<file path="config.mk">
export PLATFORM = sky130hd
export DESIGN_NAME = mem_bus_arbiter
export DESIGN_NICKNAME = d
export VERILOG_FILES = /design/src/rtl/mem_bus_pkg.sv /design/src/rtl/rr_pick.sv /design/src/rtl/mem_bus_arbiter.sv
export SDC_FILE = /design/constraint.sdc
export NUM_CORES = 1
export LEC_CHECK = 0
export ABC_AREA = 1
export CAP_MARGIN = 15
export CORE_ASPECT_RATIO = 0.6
export CORE_UTILIZATION = 26
export CTS_BUF_LIST = sky130_fd_sc_hd__clkbuf_8
export DETAILED_ROUTE_END_ITERATION = 10
export PLACE_DENSITY = 0.79
export SLEW_MARGIN = 20
export SYNTH_ARGS = -nofsm -noshare
export SYNTH_HDL_FRONTEND = slang
export SYNTH_SLANG_ARGS = --single-unit
</file>
<file path="constraint.sdc">
create_clock -name clk -period 2.3 [get_ports clk]
set_input_delay 0.23 -clock clk [delete_from_list [all_inputs] [get_ports clk]]
set_output_delay 0.23 -clock clk [all_outputs]
set_load 0.1 [all_outputs]
</file>
<file path="src/rtl/mem_bus_pkg.sv">
// Shared memory-bus definitions used by the arbiter, Processor12 and the DMA engine.
// Holds the address/data widths, the arbiter lock-state type and a one-hot to
// index helper.
package mem_bus_pkg;

  localparam int unsigned ADDR_W  = 24;
  localparam int unsigned DATA_W  = 12;
  localparam int unsigned MAX_REQ = 8;

  typedef enum logic [0:0] {
    StUnlocked,
    StLocked
  } lock_state_e;

  // Index of the set bit in a one-hot (or zero) vector; zero input gives 0.
  function automatic int unsigned onehot_to_idx(input logic [MAX_REQ-1:0] oh);
    int unsigned idx;
    idx = 0;
    for (int i = 0; i < int'(MAX_REQ); i++) begin
      if (oh[i]) idx = i;
    end
    return idx;
  endfunction

endpackage

</file>
<file path="src/rtl/rr_pick.sv">
// Combinational round-robin picker.
// Searches req starting one position after ptr, wrapping modulo N.
// Ports:
//   req        in  N   request vector
//   ptr        in  PW  index of the last winner
//   gnt_onehot out N   one-hot winner (zero if no request)
//   gnt_idx    out PW  index of the winner (0 if no request)
module rr_pick #(
  parameter int unsigned N  = 3,
  parameter int unsigned PW = $clog2(N)
) (
  input  logic [N-1:0]  req,
  input  logic [PW-1:0] ptr,
  output logic [N-1:0]  gnt_onehot,
  output logic [PW-1:0] gnt_idx
);

  localparam logic [PW:0] NumW = (PW+1)'(N);

  logic [PW:0] cand;
  logic        found;

  always_comb begin
    gnt_onehot = '0;
    gnt_idx    = '0;
    found      = 1'b0;
    cand       = '0;
    for (int k = 1; k <= int'(N); k++) begin
      // Explicit modulo wrap so non-power-of-two N works.
      cand = {1'b0, ptr} + (PW+1)'(k);
      if (cand >= NumW) cand = cand - NumW;
      if (!found && req[cand[PW-1:0]]) begin
        found                      = 1'b1;
        gnt_onehot[cand[PW-1:0]]   = 1'b1;
        gnt_idx                    = cand[PW-1:0];
      end
    end
  end

endmodule

</file>
<file path="src/rtl/mem_bus_arbiter.sv">
// Round-robin arbiter sharing one synchronous RAM port among NUM_REQ masters,
// with an optional bounded bus lock for atomic read-modify-write or short bursts.
// Ports:
//   clk, rst          clock and synchronous active-high reset
//   req/lock/we       per-master request, lock-hold and write-enable
//   addr/wdata        packed per-master address and write data
//   gnt               one-hot (or zero) grant
//   rvalid            per-master read data valid, one cycle after a read grant
//   rdata             shared read data (mem_q)
//   mem_*             RAM interface; all zero when nothing is granted
module mem_bus_arbiter
  import mem_bus_pkg::*;
#(
  parameter int unsigned NUM_REQ  = 3,
  parameter int unsigned LOCK_MAX = 4
) (
  input  logic                      clk,
  input  logic                      rst,
  input  logic [NUM_REQ-1:0]        req,
  input  logic [NUM_REQ-1:0]        lock,
  input  logic [NUM_REQ-1:0]        we,
  input  logic [NUM_REQ*ADDR_W-1:0] addr,
  input  logic [NUM_REQ*DATA_W-1:0] wdata,
  output logic [NUM_REQ-1:0]        gnt,
  output logic [NUM_REQ-1:0]        rvalid,
  output logic [DATA_W-1:0]         rdata,
  output logic [ADDR_W-1:0]         mem_address,
  output logic                      mem_read,
  output logic                      mem_write,
  output logic [DATA_W-1:0]         mem_data,
  input  logic [DATA_W-1:0]         mem_q
);

  localparam int unsigned PW       = $clog2(NUM_REQ);
  localparam logic [3:0]  LockLast = 4'(LOCK_MAX - 1);

  lock_state_e          state_q, state_d;
  logic [PW-1:0]        ptr_q, ptr_d;
  logic [PW-1:0]        lock_owner_q, lock_owner_d;
  logic [3:0]           lock_cnt_q, lock_cnt_d;
  logic [NUM_REQ-1:0]   rvalid_q, rvalid_d;

  logic [NUM_REQ-1:0]   pick_onehot;
  logic [PW-1:0]        pick_idx;
  logic [MAX_REQ-1:0]   gnt_ext;
  logic [PW-1:0]        g_idx;
  logic                 gnt_any;
  logic                 lock_ok;

  rr_pick #(
    .N  (NUM_REQ),
    .PW (PW)
  ) u_rr_pick (
    .req        (req),
    .ptr        (ptr_q),
    .gnt_onehot (pick_onehot),
    .gnt_idx    (pick_idx)
  );

  // Grant: lock owner keeps the bus only while it still requests; otherwise
  // fall through to round-robin in the same cycle.
  always_comb begin
    gnt = '0;
    if (!rst) begin
      if (state_q == StLocked && req[lock_owner_q]) gnt[lock_owner_q] = 1'b1;
      else                                          gnt = pick_onehot;
    end
    gnt_any                = |gnt;
    gnt_ext                = '0;
    gnt_ext[NUM_REQ-1:0]   = gnt;
    g_idx                  = PW'(onehot_to_idx(gnt_ext));
  end

  always_comb begin
    mem_address = '0;
    mem_data    = '0;
    mem_write   = 1'b0;
    mem_read    = 1'b0;
    for (int i = 0; i < int'(NUM_REQ); i++) begin
      if (gnt[i]) begin
        mem_address = addr[ADDR_W*i +: ADDR_W];
        mem_data    = wdata[DATA_W*i +: DATA_W];
        mem_write   = we[i];
        mem_read    = ~we[i];
      end
    end
  end

  always_comb begin
    state_d      = state_q;
    ptr_d        = ptr_q;
    lock_owner_d = lock_owner_q;
    lock_cnt_d   = lock_cnt_q;
    lock_ok      = lock[g_idx] && (state_q == StUnlocked || lock_owner_q == g_idx) &&
                   (lock_cnt_q < LockLast);
    if (gnt_any) begin
      ptr_d = g_idx;
      if (lock_ok) begin
        state_d      = StLocked;
        lock_owner_d = g_idx;
        lock_cnt_d   = lock_cnt_q + 4'd1;
      end else begin
        // Release after LOCK_MAX grants; ptr=g makes the owner lowest priority.
        state_d    = StUnlocked;
        lock_cnt_d = '0;
      end
    end else begin
      state_d    = StUnlocked;
      lock_cnt_d = '0;
    end
    rvalid_d = gnt & ~we;
  end

  always_ff @(posedge clk) begin
    if (rst) begin
      state_q      <= StUnlocked;
      ptr_q        <= PW'(NUM_REQ - 1);
      lock_owner_q <= '0;
      lock_cnt_q   <= '0;
      rvalid_q     <= '0;
    end else begin
      state_q      <= state_d;
      ptr_q        <= ptr_d;
      lock_owner_q <= lock_owner_d;
      lock_cnt_q   <= lock_cnt_d;
      rvalid_q     <= rvalid_d;
    end
  end

  assign rvalid = rvalid_q;
  assign rdata  = mem_q;

endmodule

</file>
==> impl_metrics.tcl, run 1 <==
set metrics [dict create \
    status "finished, violations left" \
    violations "negative setup slack" \
    dieArea_mm2 0.006838 \
    end_kind "flop" \
    crit_fanout 5 \
    fp.dieH_um 64.46 \
    setup_slack_ns -0.5898 \
    hold_viol 0 \
    start_util 0.2729 \
    final_area_mm2 0.005512 \
    pin_count 187 \
    clock_latency_ns 0.26 \
    fin_tns_setup_ns -21.15 \
    syn-cell-area_mm2 0.001690 \
    clk_pin_slew_ns 0.06 \
    synthToLayoutAreaGrowth_pct 226.1 \
    setup_viol 47 \
    required_ns 2.49 \
    viasPerCell 5.319 \
    antenna_found_initial 0 \
    cts_tree "yes" \
    postSynthAreaPerCell_um2 5.542 \
    rsz0062_at_grt "yes" \
    detail_route.iter0.violations 180 \
    clock_sinks 12 \
    ys_ff_latch 12 \
    path_cells "buf_4 -> ha_4 -> inv_1 -> nand2_1 -> nand2_2 -> nand2_2 -> buf_4 -> nand4_1 -> nand2_4 -> buf_4 -> buf_4 -> buf_4 -> buf_4 -> buf_4 -> nand3_1 -> nand2_1 -> inv_1 -> nand3_1 -> nand2_2 -> nand3_4 -> nand2_2 -> inv_1 -> nor2_1" \
    synth_warnings 0 \
    r2r_cells 23 \
    numCtsBuffers 3 \
    fmax_ghz 0.3460 \
    h-tree-depth 1 \
    grt_pass1_vias 3017 \
    synth.distinct_cells 27 \
    cp_slowest_cell "dfxtp_2" \
    slowest_delay_ns 0.34 \
    post-dp-hpwl_um 6888 \
    grt_use_met1 0.3341 \
    final_nets 641 \
    min_period_over_period 1.256 \
    cp.arrival_ns 3.08 \
    grt_pass1_wl_um 15400 \
    track_usage 0.2887 \
    wl_um 12400 \
    crit_path_end "lock_owner_q[0]" \
    dpl_worst_slack_ns -0.2611 \
    fp-row-count 22 \
    gp_congestion 0.9179 \
    slew_viol_final 0 \
    worstReg2RegEnd "lock_owner_q[0]" \
    finClkSkew_ns 0.007815 \
    grt_use_met2 0.5302 \
    grt_busiest_layer "met2" \
    cpMostUsedCell "buf_4" \
    core_area_mm2 0.006193 \
    maxCapViolations 0 \
    syn_inst 305 \
    rrSetupSlack_ns -0.59 \
    die_w_um 106.1 \
    grt_max_degree 17 \
    drc 0 \
    root_buffer "clkbuf_8" \
    critPathLaunch "ptr_q[1]" \
    setup.worst_path.start_class "flop" \
    drt_pass1_iterations 9 \
    diodes 0 \
    wire_per_inst_um 21.17 \
    clock_path_buffers 2 \
    postRouteAntennaNets 0 \
    dpl-instance-area_mm2 0.004544 \
    vias 3117 \
    hp-class "in -> out" \
    reg2reg_from "ptr_q[1]" \
    path_class "reg -> reg" \
    io_buffers 162 \
    holdBufCountCts 0 \
    grtUsageMet3 0.08853 \
    period_needed_ns 2.890 \
    grt-ovfl-total 0 \
    synth_seq_area_share 0.1421 \
    drive_gt1_frac 0.5777 \
]
## flip-flops by register name, indices dropped and copies added, names as in the netlist
register / flops
ptr_q: 2
lock_cnt_q: 4
state_q: 1
rvalid: 3
lock_owner_q: 2
## timing repair
item | CTS | global route
buffers inserted | 19 | 5
pin swaps | 10 | 10
resized for setup | 80 | 62
setup endpoints to repair | 44 | 47
gates cloned | 5 | 2
## cell usage after synthesis, drive strengths merged
library cell | count | share of area
nand2 | 107 | 0.25
nor3 | 1 | 0.0030
nand3b | 1 | 0.0044
o211ai | 1 | 0.0044
a211oi | 1 | 0.0044
buf | 24 | 0.090
dfxtp | 12 | 0.14
o21bai | 1 | 0.0044
nor2 | 13 | 0.046
conb | 1 | 0.0022
or2 | 1 | 0.0037
nand4 | 5 | 0.019
nand3 | 91 | 0.28
ha | 7 | 0.052
clkbuf | 3 | 0.0067
inv | 28 | 0.062
a21oi | 4 | 0.012
o21ai | 4 | 0.012
## cell families after synthesis
| family | Yosys count | share of synthesized area |
|---|---|---|
| AO/OA/AOI/OAI | 11 | 0.03701 |
| adder cells (fa/ha/maj) | 7 | 0.05181 |
| buffers and inverters | 55 | 0.1591 |
| flip-flops | 12 | 0.1421 |
| other | 1 | 0.002218 |
| AND/OR/NAND/NOR | 219 | 0.6077 |
## through the flow
step	utilization	hold slack, ns	instances
after CTS	0.8378	0.4305	579
after detailed placement	0.7337	0.4247	553
final	0.8899	0.4600	586
after global placement	0.7337	0.4074	553
after floorplan	-	0.2917	306
after global routing	0.8899	0.4603	586
## metal layers
layer,share of wire,routed length (um)
met1,0.36,4484
met2,0.52,6509
met3,0.079,981
met4,0.035,428
met5,0,0
## layout by cell type (no fill, tap or decap), drive strengths merged, types with 2 or more instances in the layout
cell	n
o21ai	4
clkdlybuf4s50	116
nor2	13
conb	2
nand2	107
dlymetal6s2s	2
clkbuf	6
inv	27
buf	98
nand4	5
nand3	91
a21oi	4
dfxtp	12
ha	7
## critical path, delay by kind of cell, from the launching register on
kind | cells | cell delay (ns)
fa+ha+maj | 1 | 0.17
buf+inv | 10 | 1.08
flops | 1 | 0.34
simple gates | 12 | 1.23
## how the worst min path moves through the flow
| stage | from | end | slack [ns] | depth (start not counted) |
|---|---|---|---|---|
| 3_5_place_dp | lock_cnt_q[0] | lock_cnt_q[0] | 0.42 | 1 |
| 2_1_floorplan | rst | ptr_q[0] | 0.29 | 1 |
| 4_1_cts | lock_cnt_q[0] | lock_cnt_q[0] | 0.43 | 1 |
| 5_1_grt | mem_q[3] | rdata[3] | 0.46 | 0 |
| 3_3_place_gp | lock_cnt_q[0] | lock_cnt_q[0] | 0.41 | 1 |
| 6_report | mem_q[3] | rdata[3] | 0.46 | 0 |
## layout make-up
type,instances,area [um^2]
multi-input combinational,239,2231
tap,84,105.1
clock buffer,4,55.05
timing repair buffer,219,2749
sequential,12,242.7
inverter,28,128.9
fill,258,681.9
Power of run 1 is left out: the tool's default activity adds up to more than one toggle a clock period on the data nets, which glitch-free logic cannot reach.
==> run 2: changes to the inputs <==
GPL_TIMING_DRIVEN = 0   (was not set)
SKIP_LAST_GASP = 1   (was not set)
==> run 2 against run 1 <==
The flow still finishes with violations (negative setup slack); die area unchanged; non-clock buffer count up 13; clock skew down 0.0041 ns; first-iteration DRC count up 13%; maximum frequency up 4.6%; sequential share of layout area up 0.12 points; via count down 1.2%; largest cell class unchanged; highest routed layer unchanged.
==> impl_metrics.tcl, run 2 (synthesis results as in run 1) <==
set metrics [dict create \
    vias 3081 \
    worst_pin_slew_ns 0.9777 \
    setup_slack_ns -0.4631 \
    drt_pass1_iterations 4 \
    clk_pin_slew_ns 0.06 \
    finClkSkew_ns 0.003694 \
    track_usage 0.2754 \
    final_nets 654 \
    holdBufCountCts 0 \
    hp-class "reg -> reg" \
    core_area_mm2 0.006193 \
    grt-ovfl-total 0 \
    post-dp-hpwl_um 6822 \
    detail_route.iter0.violations 203 \
    required_ns 2.07 \
    path_class "reg -> out" \
    rrSetupSlack_ns -0.19 \
    status "finished, violations left" \
    cts_tree "yes" \
    root_buffer "clkbuf_8" \
    slew_viol_final 0 \
    viasPerCell 5.144 \
    synthToLayoutAreaGrowth_pct 220.4 \
    cp.arrival_ns 2.53 \
    min_period_over_period 1.201 \
    r2r_cells 21 \
    whs_ns 0.4383 \
    h-tree-depth 1 \
    fmax_ghz 0.3619 \
    numCtsBuffers 3 \
    antenna_found_initial 0 \
    setup_viol 45 \
    grt_pass1_vias 3016 \
    highest_layer "met4" \
    gp_congestion 0.8172 \
    hold_viol 0 \
    clock_path_buffers 2 \
    layout_commonest_cell "clkdlybuf4s50_1" \
    postRouteAntennaNets 0 \
    dieArea_mm2 0.006838 \
    end_kind "output port" \
    drive_gt1_frac 0.5165 \
    pin_count 187 \
    largest-register "lock_cnt_q" \
    routed-wl-met2_um 5878 \
    io_buffers 174 \
    diodes 0 \
    clock_latency_ns 0.26 \
    wl_um 11370 \
    setup.worst_path.start_class "flop" \
    wl_met1_um 4261 \
    worstReg2RegEnd "lock_owner_q[1]" \
    mostFrequentLayoutCells "clkdlybuf4s50_1 (133), nand2_1 (51), nand2_2 (50)" \
    violations "negative setup slack" \
    die_w_um 106.1 \
    critPathLaunch "ptr_q[0]" \
    wire_per_inst_um 18.97 \
    start_util 0.2729 \
    clock_sinks 12 \
    rsz0062_at_grt "yes" \
    maxCapViolations 0 \
    slew_headroom 0.3462 \
    wl_met3_um 837 \
    crit_fanout 7 \
    drc 0 \
    grt_pass1_wl_um 14920 \
    fp.dieH_um 64.46 \
    reg2reg_from "ptr_q[0]" \
    largest_reg_flops 4 \
    grt_max_degree 11 \
    fp-row-count 22 \
    crit_path_end "mem_read" \
    period_needed_ns 2.763 \
]
-- run 2: timing repair --
item | CTS | global route
gates cloned | 2 | 2
gates resized for setup | 439 | 52
buffers inserted | 20 | 11
pin swaps | 13 | 20
endpoints found under the setup margin | 42 | 46
-- run 2: worst min path at each step --
stage | startpoint | to | slack, ns | depth (start not counted)
after floorplan | rst | ptr_q[0] | 0.29 | 1
after global placement | lock_cnt_q[0] | lock_cnt_q[0] | 0.41 | 1
after detailed placement | lock_cnt_q[0] | lock_cnt_q[0] | 0.44 | 1
after CTS | lock_cnt_q[0] | lock_cnt_q[0] | 0.44 | 1
after global routing | lock_cnt_q[0] | lock_cnt_q[0] | 0.45 | 1
final | lock_cnt_q[0] | lock_cnt_q[0] | 0.44 | 1
-- run 2: layer usage --
metal,global-route usage,up-vias
met5,0,-
met4,0.04688,0
met3,0.06338,37
met2,0.5180,159
met1,0.3240,1480
li1,-,1405
-- run 2: through the flow --
step	worst slack, ns	TNS (ns)	instances	cell area, um^2	utilization
finish	-0.4631	-16.64	599	5415	0.8743
global route	-0.5591	-20.77	599	5415	0.8743
CTS	-0.4082	-14.55	590	5124	0.8273
detailed placement	-1.468	-54.95	564	4193	0.6770
global placement	-1.465	-54.21	564	4193	0.6770
floorplan	-0.6641	-10.55	306	2346	-
-- run 2: layout make-up --
type                       count  area (um^2)
fill                         299        778.2
multi-input combinational    239         2082
sequential                    12        245.2
inverter                      28        137.6
tap                           84        105.1
timing repair buffer         206         2487
buffer                        26        302.8
clock buffer                   4        55.05
-- run 2: worst max-delay path: stages, from the launching register on --
cell and delay [ns]:
dfxtp_4 0.37, inv_6 0.05, ha_4 0.33, inv_6 0.06
nand2_4 0.06, nand3_4 0.09, nand2_4 0.12, nand3_1 0.10
nand2_2 0.10, nor2_4 0.05, nor2_8 0.19, inv_4 0.07
or2_4 0.25, inv_4 0.07, a21oi_4 0.04, o21bai_4 0.15
buf_12 0.19
Power of run 2 is left out for the same reason.
